[src/rtl/aes_pkg.sv]
// aes_pkg: shared AES constants, FSM encoding, round constants and S-box table
package aes_pkg;
  localparam int KEY_W = 128;
  localparam int NR = 10;
  typedef enum logic [1:0] {IDLE, EXPAND, DONE} state_t;
  localparam logic [7:0] SBOX [256] = '{
    8'h63, 8'h7c, 8'h77, 8'h7b, 8'hf2, 8'h6b, 8'h6f, 8'hc5, 8'h30, 8'h01, 8'h67, 8'h2b, 8'hfe, 8'hd7, 8'hab, 8'h76,
    8'hca, 8'h82, 8'hc9, 8'h7d, 8'hfa, 8'h59, 8'h47, 8'hf0, 8'had, 8'hd4, 8'ha2, 8'haf, 8'h9c, 8'ha4, 8'h72, 8'hc0,
    8'hb7, 8'hfd, 8'h93, 8'h26, 8'h36, 8'h3f, 8'hf7, 8'hcc, 8'h34, 8'ha5, 8'he5, 8'hf1, 8'h71, 8'hd8, 8'h31, 8'h15,
    8'h04, 8'hc7, 8'h23, 8'hc3, 8'h18, 8'h96, 8'h05, 8'h9a, 8'h07, 8'h12, 8'h80, 8'he2, 8'heb, 8'h27, 8'hb2, 8'h75,
    8'h09, 8'h83, 8'h2c, 8'h1a, 8'h1b, 8'h6e, 8'h5a, 8'ha0, 8'h52, 8'h3b, 8'hd6, 8'hb3, 8'h29, 8'he3, 8'h2f, 8'h84,
    8'h53, 8'hd1, 8'h00, 8'hed, 8'h20, 8'hfc, 8'hb1, 8'h5b, 8'h6a, 8'hcb, 8'hbe, 8'h39, 8'h4a, 8'h4c, 8'h58, 8'hcf,
    8'hd0, 8'hef, 8'haa, 8'hfb, 8'h43, 8'h4d, 8'h33, 8'h85, 8'h45, 8'hf9, 8'h02, 8'h7f, 8'h50, 8'h3c, 8'h9f, 8'ha8,
    8'h51, 8'ha3, 8'h40, 8'h8f, 8'h92, 8'h9d, 8'h38, 8'hf5, 8'hbc, 8'hb6, 8'hda, 8'h21, 8'h10, 8'hff, 8'hf3, 8'hd2,
    8'hcd, 8'h0c, 8'h13, 8'hec, 8'h5f, 8'h97, 8'h44, 8'h17, 8'hc4, 8'ha7, 8'h7e, 8'h3d, 8'h64, 8'h5d, 8'h19, 8'h73,
    8'h60, 8'h81, 8'h4f, 8'hdc, 8'h22, 8'h2a, 8'h90, 8'h88, 8'h46, 8'hee, 8'hb8, 8'h14, 8'hde, 8'h5e, 8'h0b, 8'hdb,
    8'he0, 8'h32, 8'h3a, 8'h0a, 8'h49, 8'h06, 8'h24, 8'h5c, 8'hc2, 8'hd3, 8'hac, 8'h62, 8'h91, 8'h95, 8'he4, 8'h79,
    8'he7, 8'hc8, 8'h37, 8'h6d, 8'h8d, 8'hd5, 8'h4e, 8'ha9, 8'h6c, 8'h56, 8'hf4, 8'hea, 8'h65, 8'h7a, 8'hae, 8'h08,
    8'hba, 8'h78, 8'h25, 8'h2e, 8'h1c, 8'ha6, 8'hb4, 8'hc6, 8'he8, 8'hdd, 8'h74, 8'h1f, 8'h4b, 8'hbd, 8'h8b, 8'h8a,
    8'h70, 8'h3e, 8'hb5, 8'h66, 8'h48, 8'h03, 8'hf6, 8'h0e, 8'h61, 8'h35, 8'h57, 8'hb9, 8'h86, 8'hc1, 8'h1d, 8'h9e,
    8'he1, 8'hf8, 8'h98, 8'h11, 8'h69, 8'hd9, 8'h8e, 8'h94, 8'h9b, 8'h1e, 8'h87, 8'he9, 8'hce, 8'h55, 8'h28, 8'hdf,
    8'h8c, 8'ha1, 8'h89, 8'h0d, 8'hbf, 8'he6, 8'h42, 8'h68, 8'h41, 8'h99, 8'h2d, 8'h0f, 8'hb0, 8'h54, 8'hbb, 8'h16
  };
  function automatic logic [7:0] rcon(input logic [3:0] r);
    case (r)
      4'd1: return 8'h01;
      4'd2: return 8'h02;
      4'd3: return 8'h04;
      4'd4: return 8'h08;
      4'd5: return 8'h10;
      4'd6: return 8'h20;
      4'd7: return 8'h40;
      4'd8: return 8'h80;
      4'd9: return 8'h1b;
      4'd10: return 8'h36;
      default: return 8'h00;
    endcase
  endfunction
endpackage

[src/rtl/aes_sbox.sv]
// aes_sbox: combinational 8-bit AES SubBytes lookup
module aes_sbox
  import aes_pkg::*;
(
  input  logic [7:0] x,
  output logic [7:0] s
);
  assign s = SBOX[x];
endmodule

[src/rtl/aes_128_key_expander.sv]
// aes_128_key_expander: iterative AES-128 key schedule with an 11-entry round-key file
module aes_128_key_expander
  import aes_pkg::*;
(
  input  logic             clk,
  input  logic             rst_n,
  input  logic             key_valid,
  output logic             key_ready,
  input  logic [KEY_W-1:0] key_in,
  output logic             keys_valid,
  input  logic [3:0]       rd_idx,
  output logic [KEY_W-1:0] rd_key
);
  state_t state, state_nxt;
  logic [3:0] rnd;
  logic [KEY_W-1:0] rk [NR+1];
  logic [KEY_W-1:0] prev, nxt;
  logic [31:0] rot, sub, t, n0, n1, n2, n3;
  logic accept;
  assign key_ready = state != EXPAND;
  assign accept = key_valid && key_ready;
  assign rot = {prev[23:0], prev[31:24]};
  for (genvar g = 0; g < 4; g++) begin : g_sub
    aes_sbox u_sbox (.x(rot[8*g +: 8]), .s(sub[8*g +: 8]));
  end
  assign t = sub ^ {rcon(rnd), 24'h0};
  assign n0 = prev[127:96] ^ t;
  assign n1 = prev[95:64] ^ n0;
  assign n2 = prev[63:32] ^ n1;
  assign n3 = prev[31:0] ^ n2;
  assign nxt = {n0, n1, n2, n3};
  // select the previous round key for expansion and the key addressed by rd_idx
  always_comb begin
    prev = '0;
    rd_key = '0;
    for (int i = 0; i <= NR; i++) begin
      if (rnd == i[3:0] + 4'd1) prev = rk[i];
      if (rd_idx == i[3:0]) rd_key = rk[i];
    end
  end
  // next state: accept starts expansion, writing round key NR finishes it
  always_comb begin
    state_nxt = accept ? EXPAND : (state == EXPAND && rnd == 4'(NR)) ? DONE : state;
  end
  // state, round counter and round-key file
  always_ff @(posedge clk or negedge rst_n) begin
    if (!rst_n) begin
      state <= IDLE;
      rnd <= '0;
      keys_valid <= 1'b0;
      for (int i = 0; i <= NR; i++) rk[i] <= '0;
    end else begin
      state <= state_nxt;
      if (accept) begin
        rk[0] <= key_in;
        rnd <= 4'd1;
        keys_valid <= 1'b0;
      end else if (state == EXPAND) begin
        for (int i = 1; i <= NR; i++) if (rnd == i[3:0]) rk[i] <= nxt;
        rnd <= rnd == 4'(NR) ? rnd : rnd + 4'd1;
        keys_valid <= rnd == 4'(NR);
      end
    end
  end
endmodule

[config.mk]
export PLATFORM = sky130hd
export DESIGN_NAME = aes_128_key_expander
export DESIGN_NICKNAME = d
export VERILOG_FILES = /design/src/rtl/aes_pkg.sv /design/src/rtl/aes_sbox.sv /design/src/rtl/aes_128_key_expander.sv
export SDC_FILE = /design/constraint.sdc
export NUM_CORES = 2
export LEC_CHECK = 0
export BUFFER_PORTS_ARGS = -buffer_cell sky130_fd_sc_hd__buf_2
export CELL_PAD_IN_SITES_DETAIL_PLACEMENT = 1
export CELL_PAD_IN_SITES_GLOBAL_PLACEMENT = 2
export CORE_UTILIZATION = 35
export CTS_CLUSTER_SIZE = 24
export DETAILED_ROUTE_END_ITERATION = 10
export PLACE_DENSITY_LB_ADDON = 0.1
export SYNTH_ARGS = -nofsm -noshare
export SYNTH_HDL_FRONTEND = slang
export SYNTH_SLANG_ARGS = --single-unit
[constraint.sdc]
create_clock -name clk -period 7 [get_ports clk]
set_clock_uncertainty 0.15 [all_clocks]
set_input_delay 1.05 -clock clk [delete_from_list [all_inputs] [get_ports clk]]
set_output_delay 1.05 -clock clk [all_outputs]
set_load 0.05 [all_outputs]
# Yosys cells after proc, flatten, opt, wreduce, memory -nomap -nowiden
# Memories as Yosys holds them, arrays and structs flattened.
# Index checks and enable logic that the tools add are counted.
dict set report word_totals {
  memories 5
  word_cells 111
  inputBits 135
  out_inout_bits 130
  mem_bits_ro 8320
  regBits 1415
}
dict set report op_classes {
  reduce_logical 16
  n_mux 37
  add_sub_neg 1
  n_bitwise 10
  n_eq_ne 24
  magnitude_cmp 4
}
# memory words width read_ports rd_clocked_by_memory_dff wr line_no
set memory_table {}
lappend memory_table {{(no name shown)} 256 8 1 0 0 aes_sbox.sv:8} ;# assign s = SBOX[x];
lappend memory_table {{(no name shown)} 256 8 1 0 0 aes_sbox.sv:8}
lappend memory_table {{(no name shown)} 256 8 1 0 0 aes_sbox.sv:8}
lappend memory_table {{(no name shown)} 256 8 1 0 0 aes_sbox.sv:8}
lappend memory_table {{(no name shown)} 16 8 1 0 0 aes_pkg.sv:25} ;# case (r)
# cell n
set ops {}
lappend ops {{$mux 128} 22}
lappend ops {{$xor 32x32->32} 5}
lappend ops {{$mux 8} 8}
lappend ops {{$ge 9x9->1 const B} 4}
lappend ops {{$not 8->9} 4}
lappend ops {{$eq 4x3->1 const B} 8}
lappend ops {{$reduce_and 3->1} 10}
lappend ops {{$eq 4x4->1 const B} 7}
lappend ops {{$eq 4x2->1 const B} 4}
lappend ops {{$mux 4} 3}
lappend ops {{$eq 4x1->1 const B} 2}
lappend ops {{$add 4x1->4 const B} 1}
lappend ops {{$logic_not 4->1} 1}
lappend ops {{$mux 2} 2}
lappend ops {{$reduce_bool 2->1} 2}
lappend ops {{$eq 2x1->1 const B} 1}
lappend ops {{$logic_and 1x1->1} 2}
lappend ops {{$mux 1} 2}
lappend ops {{$ne 2x1->1 const B} 1}
lappend ops {{$ne 2x2->1 const B} 1}
lappend ops {{$reduce_and 2->1} 1}
lappend ops {{$not 1->1} 1}

# Depth between registers and ports, before layout
dict set report depth {
  depth_word 21
  depth_mapped 27
  mapped_depth_nobuf 20
}

# By module
# A second synthesis with hierarchy kept.
dict set report unflattened {
  cells_unflattened 10184
  area_unflattened_um2 87136.1
}
# module cells_each area_each_um2 seq_area_each_um2 instances
set by_module_without_submodules {}
lappend by_module_without_submodules {aes_128_key_expander 8156 74418.9 35409.0 1}
lappend by_module_without_submodules {aes_sbox 507 3179.3 0.0 4}

# Least setup slack after synthesis
# OpenSTA, ideal clock, no wires.
dict set report synth_path {
  kind {reg2reg}
  start {reg rnd[0]}
  end {reg rk[781] (netlist bit)}
  slack_ns 1.352
  path_buffers 6
  setup_ns 0.079
  stages_incl_launch_ff 24
  required_ns 6.771
  synth_period_minus_slack_ns 5.648
  arrival_ns 5.419
  cell_sequence {dfrtp_1 > ha_1 > buf_4 > buf_4 > buf_2 > nor2_1 > nor2_1 > a211o_1 > o211a_1 > clkbuf_1 > clkbuf_1 > ha_1 > clkbuf_1 > o21ai_1 > a21oi_1 > nor3_1 > nor3_1 > nor3_1 > a311oi_1 > a41oi_2 > xnor2_1 > mux2i_1 > and2_1 > a2bb2oi_1}
}
dict set report synth_between {
  elab_chain_cells 21
  elab_cells_between_ends 32
  classes_between {eq/ne (11); mux (13); bitwise (6); reduce/logical (1); memory (1)}
}
# item line_no
set synth_lines {}
lappend synth_lines {{start: declaration} aes_128_key_expander.sv:15} ;# logic [3:0] rnd;
lappend synth_lines {{start signal: assignment} aes_128_key_expander.sv:60} ;# rnd <= rnd == 4'(NR) ? rnd : rnd + 4'd1;
lappend synth_lines {{$eq 4x1->1} aes_128_key_expander.sv:37} ;# if (rnd == i[3:0] + 4'd1) prev = rk[i];
lappend synth_lines {{$mux 128 (11 in series)} aes_128_key_expander.sv:37}
lappend synth_lines {{$not 8->9 (not written as such)} aes_sbox.sv:8}
lappend synth_lines {{$mem_v2 256x8} n/a}
lappend synth_lines {{$mux 8 (not written as such) (2 in series)} aes_sbox.sv:8}
lappend synth_lines {{$xor 32x32->32} aes_128_key_expander.sv:26} ;# assign t = sub ^ {rcon(rnd), 24'h0};
lappend synth_lines {{$xor 32x32->32} aes_128_key_expander.sv:27} ;# assign n0 = prev[127:96] ^ t;
lappend synth_lines {{$xor 32x32->32} aes_128_key_expander.sv:28} ;# assign n1 = prev[95:64] ^ n0;
lappend synth_lines {{$xor 32x32->32} aes_128_key_expander.sv:29} ;# assign n2 = prev[63:32] ^ n1;
lappend synth_lines {{$xor 32x32->32} aes_128_key_expander.sv:30} ;# assign n3 = prev[31:0] ^ n2;
lappend synth_lines {{end: declaration} aes_128_key_expander.sv:16} ;# logic [KEY_W-1:0] rk [NR+1];
# Several ways; a longest one is shown, not always the timed one. The select of a mux whose other input is x is not followed.
# A chain may end at the register's enable or synchronous reset.

# Final worst setup path
dict set report layout_path {
  start {reg rnd[1]}
  end {reg rk[23] (netlist bit)}
}
# The elaborated chain is that of the path after synthesis.

==> flow_metrics.env <==
export IMPL_synth_cells=10500
export IMPL_critPathKind="flop to flop"
export IMPL_fmaxAchievable_mhz=145
export IMPL_worstPathMaxFanout=19
export IMPL_path_buf_inv=7
export IMPL_fin_crit_sh=0.987
export IMPL_nets=10900
export IMPL_crit_required_ns=7.49
export IMPL_utilization=0.409
export IMPL_final_common_cell="nand2_1"
export IMPL_endpoint_kind="flop"
export IMPL_most_common_layout_cells="1713 x nand2_1, 1708 x o21ai_0, 1413 x dfrtp_1"
export IMPL_ys_async_sr_fraction=1.00
export IMPL_start_util=0.352
export IMPL_synth_edf_count=0
export IMPL_track_usage=0.407
export IMPL_cp_data_arrival_time_ns=7.40
export IMPL_overflow=0
export IMPL_hp_class="input port to asynchronous set/reset pin"
export IMPL_avgViaCountPerCell=6.69
export IMPL_max_slew_margin=0.0145
export IMPL_clkLatencyLatePin_ns=0.88
export IMPL_worstSetupEndpoint="rk[23]"
export IMPL_maxCapViolations=0
export IMPL_drc_errors=1
export IMPL_numCtsBuffers=171
export IMPL_rsz0062_at_grt="false"
export IMPL_die_area_um2=249000
export IMPL_ctsHoldBuffers=0
export IMPL_drt_first_iter_violations=11600
export IMPL_r2r_cells=22
export IMPL_clk_pin_slew_worst_paths_ns=0.06
export IMPL_synth_net_count=10700
export IMPL_grt_pass1_vias=93600
export IMPL_avgSynthCellArea_um2=8.19
export IMPL_drtPass1Iterations=11
export IMPL_fin_ws_ns=0.0918
export IMPL_final_max_slew_viol_count=0
export IMPL_grt_pass1_wl_um=733000
export IMPL_ys_flop_type="dfrtp_1"
export IMPL_holdWs_ns=0.0618
export IMPL_drive_gt1_frac=0.151
export IMPL_vias=93800
export IMPL_yosys_cell_types_count=113
export IMPL_cp_top_family="buffers and inverters"
export IMPL_cp_slowest_cell="xnor2_2"
export IMPL_cp_num_cells=22
export IMPL_area_delta_synth_final_pct=16.4
export IMPL_worst_pin_slew_ns=1.47
export IMPL_die_w_um=499
export IMPL_setup_viol=0
export IMPL_fp_dieH_um=499
export IMPL_grt_max_degree=171
export IMPL_hold_viol_final=0
export IMPL_row_count=182
export IMPL_ant_nets=0
export IMPL_ioPinCount=265
export IMPL_routabilityCongestion=0.979
export IMPL_core_area_um2=246000
export IMPL_cts_max_level=4
export IMPL_cts_root_buf="clkbuf_16"
export IMPL_violations="design-rule violations"
export IMPL_port_buffers=264
export IMPL_cts_num_sinks=1415
export IMPL_ys_seq_area_frac=0.410
export IMPL_r2r_slack_ns=0.09
export IMPL_tritoncts="yes"
export IMPL_crit_chain="inv_1 -> ha_2 -> buf_4 -> nand2_1 -> a21oi_1 -> o221ai_1 -> and3_1 -> buf_4 -> ha_1 -> buf_4 -> nand3_1 -> a311oi_1 -> buf_4 -> a311oi_1 -> o32ai_1 -> mux2i_4 -> xnor2_2 -> xnor2_2 -> buf_4 -> xnor2_1 -> buf_4 -> o21ai_0"
export IMPL_syn_area_um2=86400
export IMPL_route_final_wire_length_um=519000
export IMPL_setup_worst_path_start_class="flop"
export IMPL_yosys_warnings=0
export IMPL_post_place_ws_ns=-0.295
export IMPL_cts_path_max_buffers=3
export IMPL_crit_top_cell="buf_4"
export IMPL_routedWlPerCell_um=37.0
export IMPL_yosys_register_bits=1415
export IMPL_post_dp_hpwl_um=347000
export IMPL_critPathLaunch="rnd[1]"
export IMPL_antenna_found_initial=36
export IMPL_period_needed_ns=6.91
export IMPL_regToRegEndpoint="rk[23]"
export IMPL_status="finished with violations"
export IMPL_cpPeakStageDelay_ns=0.51
export IMPL_r2r_start="rnd[1]"
-- metal layers --
layer / up-vias / wire length, µm / GRT usage
met5: - / 239 / 0
met2: 5095 / 225000 / 0.614
met1: 48000 / 215000 / 0.540
li1: 39300 / - / -
met4: 28 / 32100 / 0.223
met3: 1340 / 46900 / 0.0891
-- worst register-to-register path, delay by kind of cell, from the launching register on --
family,cells,cell delay [ns]
compound gates,6,1.40
xor+xnor,3,0.91
fa+ha+maj,2,0.79
buf+inv,7,1.80
flops,1,0.47
mux,1,0.31
simple gates,3,0.85
-- registers in the layout (all words and copies together), names as in the netlist --
signal      count
state           2
rnd             4
keys_valid      1
rk           1408
-- stage by stage --
stage | cells | cell area, µm² | setup TNS [ns]
2_1_floorplan | 10500 | 86400 | 0
3_3_place_gp | 13700 | 94700 | -7.47
3_5_place_dp | 13700 | 94700 | -6.35
4_1_cts | 14000 | 100000 | 0
5_1_grt | 14000 | 101000 | 0
6_report | 14000 | 101000 | 0
-- worst min path at each step --
| stage | from | end | slack [ns] | depth (start not counted) |
|---|---|---|---|---|
| 5_1_grt | rst_n | rk[267] | 0.08 | 1 |
| 3_3_place_gp | rk[618] | rk[618] | 0.32 | 2 |
| 3_5_place_dp | rk[647] | rk[647] | 0.34 | 2 |
| 6_report | rst_n | rk[267] | 0.06 | 1 |
| 2_1_floorplan | state[0] | state[0] | 0.31 | 2 |
| 4_1_cts | rst_n | rk[265] | 0.07 | 1 |
-- logic make-up (layout without fill, tap and decap cells) --
family                   count (synthesis)  after routing  share of synthesized area
AO/OA/AOI/OAI                         4559           4559                      0.336
AND/OR/NAND/NOR                       2996           2996                      0.147
flip-flops                            1415           1415                      0.410
buffers and inverters                 1143           1395                     0.0548
multiplexers                           187            187                     0.0239
XOR/XNOR                               180            180                     0.0195
adder cells (fa/ha/maj)                 61             61                    0.00884
other                                    0              9                          0
-- what timing repair did --
item | 4_1_cts | 5_1_grt
resized for setup | 7 | 19
endpoints found under the setup margin | 45 | 121
buffers inserted | 2 | 1
pin swaps | 2 | 0
-- cell usage after synthesis, types with 132 or more instances --
cell type,n,area [µm²]
nand3_1,168,841
buf_2,179,896
mux2_2,132,1490
a22oi_1,556,4170
a221oi_1,145,1270
o211ai_1,264,1980
a211oi_1,207,1550
dfrtp_1,1415,35400
nand2_1,1725,6470
nor2_1,658,2470
clkbuf_1,767,2880
a31oi_1,159,995
a21oi_1,730,3650
o21ai_0,1713,8570
-- layout make-up --
class	count	area, µm²
Clock buffer	255	5000
Clock inverter	46	636
Inverter	56	210
Tap cell	3220	4030
Fill cell	28700	145000
Timing Repair Buffer	1038	8230
Sequential cell	1415	35400
Multi-Input combinational cell	7983	47000
Antenna cell	9	22.5
Power is not shown: default switching activity piles up to over one toggle a cycle in this logic, so the estimate is an artifact.
